## config.mk

```make
export PLATFORM = sky130hd
export DESIGN_NAME = cash_arbiter
export DESIGN_NICKNAME = d
export VERILOG_FILES = /design/src/rtl/cash_arbiter.sv
export SDC_FILE = /design/constraint.sdc
export NUM_CORES = 1
export LEC_CHECK = 0
export BUFFER_PORTS_ARGS = -buffer_cell sky130_fd_sc_hd__clkbuf_2
export CAP_MARGIN = 20
export CORE_MARGIN = 4
export CORE_UTILIZATION = 30
export CTS_CLUSTER_DIAMETER = 50
export DETAILED_ROUTE_END_ITERATION = 10
export GPL_ROUTABILITY_DRIVEN = 0
export SKIP_LAST_GASP = 1
export SLEW_MARGIN = 20
export SYNTH_ARGS = -nofsm -noshare
export SYNTH_HDL_FRONTEND = slang
export SYNTH_SLANG_ARGS = --single-unit
```

## constraint.sdc

```tcl
create_clock -name clk -period 1.6 [get_ports clk]
set_input_delay 0.16 -clock clk [delete_from_list [all_inputs] [get_ports clk]]
set_output_delay 0.16 -clock clk [all_outputs]
set_load 0.05 [all_outputs]
```

## src/rtl/cash_arbiter.sv

```systemverilog
// Round-robin arbiter/sequencer sharing one cache port among N clients.
// One outstanding access; the watchdog ends WAIT with rsp_err.
module cash_arbiter #(
  parameter int requesters    = 4,
  parameter int address_size  = 4,
  parameter int data_size     = 4,
  parameter int timeout_width = 4,
  localparam int IW = $clog2(requesters)
) (
  input  logic                               clk,
  input  logic                               rst_n,
  input  logic [requesters-1:0]              req,
  input  logic [requesters-1:0]              req_action,
  input  logic [requesters*address_size-1:0] req_address,
  input  logic [requesters*data_size-1:0]    req_data,
  output logic [requesters-1:0]              ack,
  output logic [data_size-1:0]               rsp_data,
  output logic                               rsp_hit,
  output logic                               rsp_err,
  output logic                               busy,
  output logic [IW-1:0]                      grant_id,
  output logic                               cash_valid,
  output logic                               cash_action,
  output logic [address_size-1:0]            cash_address,
  output logic [data_size-1:0]               cash_data,
  input  logic                               cash_done,
  input  logic [data_size-1:0]               cash_rdata,
  input  logic                               cash_hit
);

  typedef enum logic [1:0] {
    S_IDLE,
    S_ISSUE,
    S_WAIT,
    S_RESP
  } state_t;

  state_t                    r_state;
  logic [IW-1:0]             r_last;
  logic [IW-1:0]             r_grant;
  logic [timeout_width-1:0]  r_wd;
  logic [requesters-1:0]     r_ack;
  logic [data_size-1:0]      r_rsp_data;
  logic                      r_rsp_hit;
  logic                      r_rsp_err;
  logic                      r_busy;
  logic                      r_valid;
  logic                      r_action;
  logic [address_size-1:0]   r_addr;
  logic [data_size-1:0]      r_data;

  logic [address_size-1:0]   w_addr [requesters];
  logic [data_size-1:0]      w_data [requesters];
  logic [requesters-1:0]     w_grant_oh;
  logic [IW:0]               w_sum;
  logic [IW-1:0]             w_idx;
  logic [IW-1:0]             w_pick;
  logic                      w_found;

  for (genvar g = 0; g < requesters; g++) begin : g_unpack
    assign w_addr[g] = req_address[g*address_size +: address_size];
    assign w_data[g] = req_data[g*data_size +: data_size];
  end

  assign w_grant_oh = {{(requesters-1){1'b0}}, 1'b1} << r_grant;

  // Walk downward so the lowest offset from last+1 is the final winner.
  always_comb begin
    w_sum   = '0;
    w_idx   = '0;
    w_pick  = '0;
    w_found = 1'b0;
    for (int k = requesters - 1; k >= 0; k--) begin
      w_sum = {1'b0, r_last} + (IW+1)'(k + 1);
      if (w_sum >= (IW+1)'(requesters))
        w_sum = w_sum - (IW+1)'(requesters);
      w_idx = w_sum[IW-1:0];
      if (req[w_idx]) begin
        w_found = 1'b1;
        w_pick  = w_idx;
      end
    end
  end

  always_ff @(posedge clk or negedge rst_n) begin
    if (!rst_n) begin
      r_state    <= S_IDLE;
      r_last     <= IW'(requesters - 1);
      r_grant    <= '0;
      r_wd       <= '0;
      r_ack      <= '0;
      r_rsp_data <= '0;
      r_rsp_hit  <= 1'b0;
      r_rsp_err  <= 1'b0;
      r_busy     <= 1'b0;
      r_valid    <= 1'b0;
      r_action   <= 1'b0;
      r_addr     <= '0;
      r_data     <= '0;
    end else begin
      r_valid <= 1'b0;
      r_ack   <= '0;
      unique case (r_state)
        S_IDLE: begin
          if (w_found) begin
            r_state  <= S_ISSUE;
            r_busy   <= 1'b1;
            r_grant  <= w_pick;
            r_last   <= w_pick;
            r_valid  <= 1'b1;
            r_action <= req_action[w_pick];
            r_addr   <= w_addr[w_pick];
            r_data   <= w_data[w_pick];
          end
        end
        S_ISSUE: begin
          r_wd    <= '0;
          r_state <= S_WAIT;
        end
        S_WAIT: begin
          if (cash_done) begin
            r_rsp_data <= cash_rdata;
            r_rsp_hit  <= cash_hit;
            r_rsp_err  <= 1'b0;
            r_ack      <= w_grant_oh;
            r_state    <= S_RESP;
          end else if (&r_wd) begin
            r_rsp_data <= '0;
            r_rsp_hit  <= 1'b0;
            r_rsp_err  <= 1'b1;
            r_ack      <= w_grant_oh;
            r_state    <= S_RESP;
          end else begin
            r_wd <= r_wd + 1'b1;
          end
        end
        S_RESP: begin
          r_busy  <= 1'b0;
          r_state <= S_IDLE;
        end
        default: begin
          r_busy  <= 1'b0;
          r_state <= S_IDLE;
        end
      endcase
    end
  end

  assign ack          = r_ack;
  assign rsp_data     = r_rsp_data;
  assign rsp_hit      = r_rsp_hit;
  assign rsp_err      = r_rsp_err;
  assign busy         = r_busy;
  assign grant_id     = r_grant;
  assign cash_valid   = r_valid;
  assign cash_action  = r_action;
  assign cash_address = r_addr;
  assign cash_data    = r_data;

endmodule

```

==> impl_metrics.csv, run 1 <==
group,metric,value,unit
layout,fin_cells,304,
yosys,syn_area_per_cell,11.1,sq um
pwr,cellPowerDensity,2070,nW/um^2
yosys,synth_edf_count,0,
clocking,post_cts_buffers,0,
grt,antenna_found_initial,0,
pwr,clkPwrFrac,16.8,%
timing,worst_slack,-0.147,ns
die,ios,71,
route,vias,1415,
worst_setup_path,path_class,"reg -> reg",
layout,diodes,0,
timing,whs,0.101,ns
place,placed_area,2110,sq um
pwr,power_switching,2150,uW
clocking,clk_pin_slew,0.07,ns
yosys,synth_seq_area_share,48.9,%
die,die_area,6530,sq um
timing,finalCritPeriodShare,109,%
worst_setup_path,cp_data_arrival_time,1.89,ns
status,status,"finished, violations left",
route,routedWlPerCell,13.0,um
clocking,cts_tree,"built",
job,drv_cap,0,
pwr,pwr-share-comb,55.0,%
layout,fin_nets,287,
yosys,yosys_warnings,0,
yosys,async_reset_ff_share,100,%
pwr,switching_share,45.3,%
place,dp_slack,-0.0895,ns
route,via_per_inst,4.65,
timing,rsz0062_at_grt,"true",
timing,hold_viol,0,
clocking,cts_buffer_depth,2,
worst_setup_path,crit_family,"flip-flops",
timing,finalSetupViolations,9,
yosys,ys.flop_type,"dfrtp_1",
yosys,synthesis.area,1590,sq um
route,drc,0,
timing,timing.fmax,0.573,GHz
layout,final_area,2300,sq um
timing,fin_skew,0.00778,ns
grt,grt_max_degree,32,
layout,syn_to_final_growth,44.5,%
worst_setup_path,critPathBufInv,1,
yosys,syn_inst,144,
worst_setup_path,critPathCaptureType,"flop",
status,failed_checks,"setup timing",
die,num_rows,26,
timing,max-slew-margin-rel,73.4,%
worst_hold_path,holdCritPathClass,"in -> reg",
grt,grt_pass1_vias,1368,
yosys,synth-seq-cells,31,
grt,overflow,0,
clocking,cts_made_buffers,5,
pwr,p_seq_share,28.2,%
pwr,internal-power,2600,uW
timing,period_needed,1.75,ns
place,placedCellCount,293,
die,coreArea,5140,sq um
worst_setup_path,r2r_setup_slack,-0.15,ns
route,dr.pass1.iters,4,
route,wirelength,3.94,mm
clocking,cts_sinks,31,
place,numPortBuffers,70,
pwr,static-leakage-power,0.00123,uW
timing,tightest_slew,0.399,ns
worst_setup_path,required,1.74,ns
clocking,worstSkewPairLatency,0.28,ns
yosys,synth_cell_types,37,
die,fp.dieH,80.8,um
yosys,synthesis.nets,198,
clocking,cts-root-buf,"clkbuf_8",
route,drt_iter0_markers,38,
layout,layout-drive-gt1-share,46.6,%
clocking,htree_levels,2,
worst_setup_path,cp-start-kind,"flop",
route,ant_nets,0,
worst_setup_path,max_stage_delay,0.58,ns
place,dp_hpwl,2.93,mm
timing,slew_viol_final,0,
grt,grt_usage,11.8,%
worst_setup_path,crit_chain,"mux2i_2 -> o221a_4 -> clkbuf_16 -> mux2i_1 -> o221ai_1",
die,chipWidth,80.8,um
die,start_util,31.0,%
worst_setup_path,crit_fanout,9,
pwr,ir_worst_vdd,0.885,mV
worst_setup_path,slowest_stage,"dfstp_2",
layout,utilization,44.7,%
grt,grt_pass1_wl,6.03,mm
power groups by stage:
stage / logic (uW) / registers (uW) / clock network, uW
after floorplan: 1050 / 2120 / 0
after global placement: 2490 / 1350 / 0
after detailed placement: 2520 / 1350 / 0
after CTS: 2530 / 1340 / 829
after global routing: 2820 / 1390 / 861
final: 2620 / 1340 / 801
registers in the layout, summed over array words and instances, names as in the netlist:
| register | cells |
|---|---|
| ack | 4 |
| busy | 1 |
| cash_action | 1 |
| cash_address | 4 |
| cash_data | 4 |
| cash_valid | 1 |
| grant_id | 2 |
| r_last | 2 |
| r_state | 2 |
| r_wd | 4 |
| rsp_data | 4 |
| rsp_err | 1 |
| rsp_hit | 1 |
Yosys cell counts (2+ instances only):
cell / number / share of area [%]
dfrtp_1: 29 / 46
buf_6: 2 / 1.4
a22o_1: 5 / 2.8
inv_1: 4 / 0.94
ha_1: 6 / 4.7
a21oi_1: 6 / 1.9
and3_1: 2 / 0.79
nand2_1: 20 / 4.7
o21ai_0: 4 / 1.3
dfstp_2: 2 / 3.3
nor2b_1: 2 / 0.79
o21ai_1: 2 / 0.63
nor2_1: 7 / 1.7
o221ai_1: 9 / 5.0
mux2i_1: 20 / 13
nand2b_1: 2 / 0.79
nor3_1: 2 / 0.63
layer usage:
metal  routed length [um]  track usage [%]  up-vias  share of wire (%)
met5                    0                0        -                  0
met4                   31             3.55        0               0.79
met3                  153             2.33        2                3.9
met2                 2140             21.0       27                 54
met1                 1620             14.2      691                 41
li1                     -                -      695                  -
through the flow:
stage	TNS [ns]	total power (uW)
6_report	-0.900	4760
5_1_grt	-1.74	5070
4_1_cts	-0.716	4690
3_5_place_dp	-0.614	3870
3_3_place_gp	-0.171	3840
2_1_floorplan	-0.0576	3170
logic make-up after synthesis:
kind of cell	count (synthesis)	synth area share [%]
simple gates	45	14.2
mux	20	12.6
xor+xnor	1	0.550
fa+ha+maj	6	4.72
buf+inv	11	4.87
compound gates	30	14.2
flops	31	48.9
final timing paths:
check                                          from                           to  depth (start not counted)
setup / recovery              r_last[1]$_DFFE_PN1P_     cash_data[1]$_DFFE_PN0P_                          5
hold / removal                             cash_hit          rsp_hit$_DFFE_PN0P_                          2
setup reg to reg              r_last[1]$_DFFE_PN1P_     cash_data[1]$_DFFE_PN0P_                          5
hold reg to reg            cash_data[3]$_DFFE_PN0P_     cash_data[3]$_DFFE_PN0P_                          2
max in group asynchronous                     rst_n        r_last[1]$_DFFE_PN1P_                          3
min in group asynchronous                     rst_n  cash_address[0]$_DFFE_PN0P_                          3
cell type report:
class | instances | area, sq um
clock buffers | 6 | 82.6
clock inverters | 2 | 35.0
fillers | 534 | 2840
inverters | 5 | 18.8
multi-input cells | 102 | 749
flip-flops and latches | 31 | 778
well taps | 70 | 87.6
repair buffers | 88 | 548
cells in the final DEF, fill, tap and decap left out, types with 2 or more instances in the layout:
cell type  Yosys  routed
a21oi_1        6       5
a21oi_2        1       2
a22o_1         5       5
and3_1         2       2
buf_12         1       2
buf_4          1      13
clkbuf_16      0       2
clkbuf_2       0      70
clkbuf_8       0       6
dfrtp_1       29      29
dfstp_2        2       2
ha_1           6       5
inv_1          4       3
inv_2          1       2
mux2i_1       20      19
nand2_1       20      20
nand2b_1       2       2
nor2_1         7       7
nor2b_2        1       2
nor3_1         2       2
o21ai_0        4       4
o21ai_1        2       2
o221ai_1       9       9
what timing repair did:
item | in CTS | in global routing
endpoints found under the hold margin | 29 | 0
pin swaps | 0 | 1
hold buffers | 1 | 0
cloned | 0 | 2
setup endpoints to repair | 9 | 12
resized for setup | 0 | 6
No activity file was read; power rests on OpenSTA's default activity.
==> inputs of run 2 (changes only) <==
==> constraint.sdc (replaced) <==
create_clock -name clk -period 1.6 [get_ports clk]
set_input_delay 0.32 -clock clk [delete_from_list [all_inputs] [get_ports clk]]
set_output_delay 0.32 -clock clk [all_outputs]
set_load 0.05 [all_outputs]
==> run 2 against run 1 <==
The run still ends with setup timing left; die area unchanged; first-iteration DRC count grew 24%; sequential cell count did not move; combinational power barely moved; wire length increased by 0.15%; hold slack got worse by 0.055 ns; total power decreased by 3.3%; highest routed layer unchanged.
==> impl_metrics.csv, run 2 (synthesis gave the netlist of run 1 again) <==
group,metric,value,unit
grt,overflow,0,
layout,regArea,778,sq um
clocking,cts-root-buf,"clkbuf_8",
worst_setup_path,crit_chain,"mux2i_1 -> o221a_4 -> clkbuf_16 -> mux2i_1 -> o221ai_1",
clocking,htree_levels,2,
route,drc,0,
timing,hold_viol,0,
die,coreArea,5140,sq um
place,placed_area,2140,sq um
clocking,clk_pin_slew,0.07,ns
worst_setup_path,slowest_stage,"dfstp_2",
clocking,cts_buffer_depth,2,
layout,final_cell_mix,"clkbuf_2 (70), dfrtp_1 (29), nand2_1 (20), mux2i_1 (20), buf_4 (16)",
timing,period_needed,1.67,ns
grt,grt_pass1_wl,6.04,mm
grt,grt_pass1_vias,1320,
worst_setup_path,reg2reg_depth,5,
layout,fin_cells,306,
status,status,"finished, violations left",
route,dr.pass1.iters,4,
layout,diodes,0,
die,chipWidth,80.8,um
timing,timing.fmax,0.599,GHz
route,vias,1389,
pwr,ir_worst_vdd,0.809,mV
clocking,cts_made_buffers,5,
grt,grt_max_degree,32,
layout,utilization,44.3,%
worst_setup_path,required,1.76,ns
timing,tightest_slew,0.398,ns
worst_setup_path,r2r_end,"cash_data[1]$_DFFE_PN0P_",
die,num_rows,26,
route,wirelength,3.95,mm
die,fp.dieH,80.8,um
die,start_util,31.0,%
layout,final_area,2280,sq um
route,via_per_inst,4.54,
layout,layout-drive-gt1-share,46.6,%
layout,multi_input_area,746,sq um
timing,worst_slack,-0.0694,ns
pwr,static-leakage-power,0.00122,uW
worst_setup_path,cp-start-kind,"flop",
route,drt_iter0_markers,47,
clocking,ctsHoldBuffers,0,
grt,antenna_found_initial,0,
timing,finalSetupViolations,9,
layout,syn_to_final_growth,43.1,%
worst_setup_path,reg2reg_from,"r_last[1]$_DFFE_PN1P_",
clocking,worstSkewPairLatency,0.28,ns
layout,final_common_cell,"clkbuf_2",
die,die_area,6530,sq um
pwr,total_power,4600,uW
place,dp_hpwl,2.96,mm
status,failed_checks,"setup timing",
worst_setup_path,critPathCaptureType,"flop",
route,ant_nets,0,
timing,max-slew-margin-rel,73.5,%
worst_hold_path,holdCritPathClass,"in -> async",
worst_setup_path,path_class,"reg -> reg",
timing,rsz0062_at_grt,"true",
worst_setup_path,r2r_setup_slack,-0.07,ns
worst_setup_path,cp_data_arrival_time,1.83,ns
timing,fin_skew,0.00669,ns
layout,fillers,525,
worst_setup_path,crit_top_cell,"mux2i_1",
worst_setup_path,max_stage_delay,0.58,ns
route,routedWlPerCell,12.9,um
grt,grt_usage,12.1,%
job,drv_cap,0,
place,numPortBuffers,70,
clocking,cts_sinks,31,
die,ios,71,
timing,slew_viol_final,0,
timing,finalCritPeriodShare,104,%
clocking,cts_tree,"built",
layout,fin_nets,289,
worst_setup_path,crit_fanout,9,
pwr,cellPowerDensity,2020,nW/um^2
place,placedCellCount,296,
run 2: cell count changes in the layout (fill, tap and decap cells not counted):
cell,previous run,this run
buf_4,13,16
buf_12,2,3
bufinv_16,1,0
clkbuf_1,0,1
clkbuf_16,2,1
dlygate4sd3_1,1,0
mux2i_1,19,20
mux2i_2,1,0
run 2: power by group:
group | switching (uW) | internal, uW
Combinational | 1640 | 981
Sequential | 212 | 1130
Clock | 293 | 347
Total | 2150 | 2450
run 2: per-stage QoR:
stage	worst slack [ns]	hold slack [ns]	setup TNS, ns
6_report	-0.0694	0.0464	-0.519
4_1_cts	-0.0788	0.0566	-0.589
3_3_place_gp	-0.0353	0.368	-0.197
3_5_place_dp	-0.0684	0.372	-0.545
5_1_grt	-0.155	0.0818	-1.20
2_1_floorplan	-0.00723	0.0244	-0.0576
run 2: timing repair:
action                                  4_1_cts  5_1_grt
pin swaps                                     0        1
endpoints found under the setup margin        9       13
setup buffers                                 0        1
gates resized for setup                       0        5
hold endpoints to repair                      0        0
gates cloned                                  0        1
run 2: layout make-up:
type                            instances  area share [%]
Sequential cell                        31            34.2
Multi-Input combinational cell        102            32.7
Timing Repair Buffer                   90            24.4
Tap cell                               70            3.85
Clock buffer                            7            3.79
Inverter                                5           0.824
Clock inverter                          1           0.220
run 2: worst max-delay path: cells and delay by family, from the launching register on:
kind / cells / cell delay, ns
flops: 1 / 0.58
mux: 2 / 0.41
compound gates: 2 / 0.39
buf+inv: 1 / 0.17
run 2: worst max-delay path by stage:
stage,startpoint,endpoint,cells after the start,slack (ns)
5_1_grt,r_last[1]$_DFFE_PN1P_,cash_action$_DFFE_PN0P_,5,-0.15
2_1_floorplan,r_last[1]$_DFFE_PN1P_,cash_action$_DFFE_PN0P_,6,-0.007
4_1_cts,r_last[1]$_DFFE_PN1P_,cash_action$_DFFE_PN0P_,5,-0.08
3_5_place_dp,r_last[1]$_DFFE_PN1P_,cash_action$_DFFE_PN0P_,5,-0.07
3_3_place_gp,r_last[1]$_DFFE_PN1P_,cash_address[2]$_DFFE_PN0P_,5,-0.04
6_report,r_last[1]$_DFFE_PN1P_,cash_data[1]$_DFFE_PN0P_,5,-0.07
run 2: per-layer routing:
| layer | global-route usage [%] | wire length [um] |
|---|---|---|
| met4 | 5.57 | 63 |
| met5 | 0 | 0 |
| met2 | 19.9 | 2000 |
| met1 | 15.1 | 1760 |
| met3 | 2.66 | 129 |
==> inputs of run 3 (changes only) <==
- GPL_TIMING_DRIVEN: unset -> 0
==> run 3 against run 2 <==
The flow still finishes with violations (setup timing); highest routed layer unchanged; register-to-register slack worse by 0.07 ns; sequential power hardly changed; clock power is 23% higher; hold slack better by 0.059 ns; final area is 1.5% lower; global-route usage is 0.44 points lower; worst setup slack worse by 0.066 ns; wire length is 4.6% lower.
==> impl_metrics.csv, run 3 (synthesis gave the netlist of run 1 again) <==
group,metric,value,unit
status,failed_checks,"setup timing",
worst_setup_path,required,1.74,ns
worst_setup_path,path_class,"reg -> reg",
worst_setup_path,reg2reg_depth,6,
grt,grtUsageMet1,13.7,%
route,wirelength,3.77,mm
worst_setup_path,crit_cells,6,
worst_setup_path,crit_end,"cash_data[0]$_DFFE_PN0P_",
worst_setup_path,cp-start-kind,"flop",
place,dp_hpwl,2.85,mm
route,via_per_inst,4.54,
grt,grt_use_met2,20.8,%
pwr,static-leakage-power,0.00118,uW
layout,diodes,0,
grt,use_met3,2.33,%
clocking,cts_made_buffers,5,
grt,grt_max_degree,32,
route,drc,0,
worst_setup_path,crit_family,"flip-flops",
route,routedWlPerCell,12.7,um
clocking,htree_levels,2,
timing,rsz0062_at_grt,"true",
layout,final_cell_mix,"clkbuf_2 (70), dfrtp_1 (29), nand2_1 (19), mux2i_1 (19), o221ai_1 (9)",
timing,period_needed,1.74,ns
worst_setup_path,critPathCaptureType,"flop",
die,fp.dieH,80.8,um
place,numPortBuffers,70,
timing,tightest_slew,0.756,ns
clocking,worstSkewPairLatency,0.27,ns
route,ant_nets,0,
worst_setup_path,crit_fanout,10,
layout,utilization,43.6,%
clocking,cts_buffer_depth,2,
clocking,cts-root-buf,"clkbuf_8",
layout,multi_input_area,782,sq um
grt,grt_pass1_vias,1327,
clocking,clk_pin_slew,0.07,ns
timing,finalCritPeriodShare,108,%
clocking,cts_tree,"built",
grt,overflow,0,
die,ios,71,
layout,fin_nets,280,
die,chipWidth,80.8,um
worst_setup_path,slowest_stage,"dfstp_2",
timing,max-slew-margin-rel,49.6,%
layout,final_common_cell,"clkbuf_2",
worst_setup_path,max_stage_delay,0.53,ns
worst_hold_path,holdCritPathClass,"in -> async",
grt,grt_pass1_wl,5.95,mm
layout,layout-drive-gt1-share,46.3,%
die,coreArea,5140,sq um
timing,worst_slack,-0.136,ns
die,die_area,6530,sq um
grt,antenna_found_initial,0,
timing,finalSetupViolations,9,
layout,fin_cells,297,
route,vias,1347,
timing,timing.fmax,0.576,GHz
worst_setup_path,timing.critical_path.from,"r_last[1]$_DFFE_PN1P_",
grt,busiest_layer,"met2",
layout,fillers,530,
worst_setup_path,r2r_setup_slack,-0.14,ns
worst_setup_path,crit_chain,"buf_6 -> mux2i_1 -> o221a_4 -> buf_12 -> mux2i_4 -> o221ai_1",
worst_setup_path,critPathBufInv,2,
route,dr.pass1.iters,4,
die,start_util,31.0,%
die,num_rows,26,
timing,slew_viol_final,0,
layout,syn_to_final_growth,41.0,%
route,drt_iter0_markers,36,
layout,regArea,778,sq um
pwr,total_power,4680,uW
pwr,cellPowerDensity,2090,nW/um^2
timing,hold_viol,0,
job,drv_cap,0,
worst_setup_path,cp_data_arrival_time,1.88,ns
timing,fin_skew,0.00836,ns
worst_setup_path,r2r_end,"cash_data[0]$_DFFE_PN0P_",
pwr,ir_worst_vdd,0.948,mV
worst_setup_path,reg2reg_from,"r_last[1]$_DFFE_PN1P_",
grt,grt_usage,11.7,%
status,status,"finished, violations left",
clocking,cts_sinks,31,
place,placedCellCount,284,
run 3: per-stage QoR:
stage               area [sq um]  TNS, ns  setup slack, ns  hold slack, ns
floorplan                   1600  -0.0576         -0.00723          0.0244
global placement            2030    -1.81           -0.177           0.443
detailed placement          2030    -1.95           -0.190           0.440
CTS                         2180    -1.27           -0.168           0.137
global route                2240    -1.88           -0.219           0.173
finish                      2240   -0.952           -0.136           0.106
run 3: per-layer routing:
| metal | up-vias | part of all wire (%) |
|---|---|---|
| met1 | 641 | 41 |
| met4 | 0 | 1.0 |
| met3 | 2 | 3.6 |
| met5 | - | 0 |
| met2 | 24 | 54 |
| li1 | 680 | - |
run 3: what timing repair did:
action / 4_1_cts / 5_1_grt
setup buffers: 1 / 4
endpoints found under the setup margin: 15 / 17
gates resized for setup: 7 / 7
pin swaps: 0 / 0
hold buffers: 0 / 0
run 3: worst min-delay path by stage:
stage | from | endpoint | depth (start not counted)
after floorplan | rst_n | ack[0]$_DFF_PN0_ | 0
after global routing | rst_n | cash_address[0]$_DFFE_PN0P_ | 1
after CTS | rst_n | cash_address[0]$_DFFE_PN0P_ | 1
after global placement | rst_n | cash_address[0]$_DFFE_PN0P_ | 1
final | rst_n | cash_address[0]$_DFFE_PN0P_ | 1
after detailed placement | rst_n | cash_address[0]$_DFFE_PN0P_ | 1
run 3: cell type report:
cell class / instances / area share, %
Multi-Input combinational cell: 102 / 34.9
Sequential cell: 31 / 34.7
Timing Repair Buffer: 75 / 17.3
Tap cell: 70 / 3.90
Clock buffer: 6 / 3.68
Buffer: 6 / 3.18
Clock inverter: 2 / 1.56
Inverter: 5 / 0.837
run 3: worst reg2reg max path, cell delays in order, from the launching register on:
cell and delay [ns]:
dfstp_2 0.53, buf_6 0.12, mux2i_1 0.22, o221a_4 0.24
buf_12 0.15, mux2i_4 0.23, o221ai_1 0.13
run 3: power by group:
group          switching (uW)  internal (uW)
clock network             282            504
logic                    1660            898
registers                 215           1120
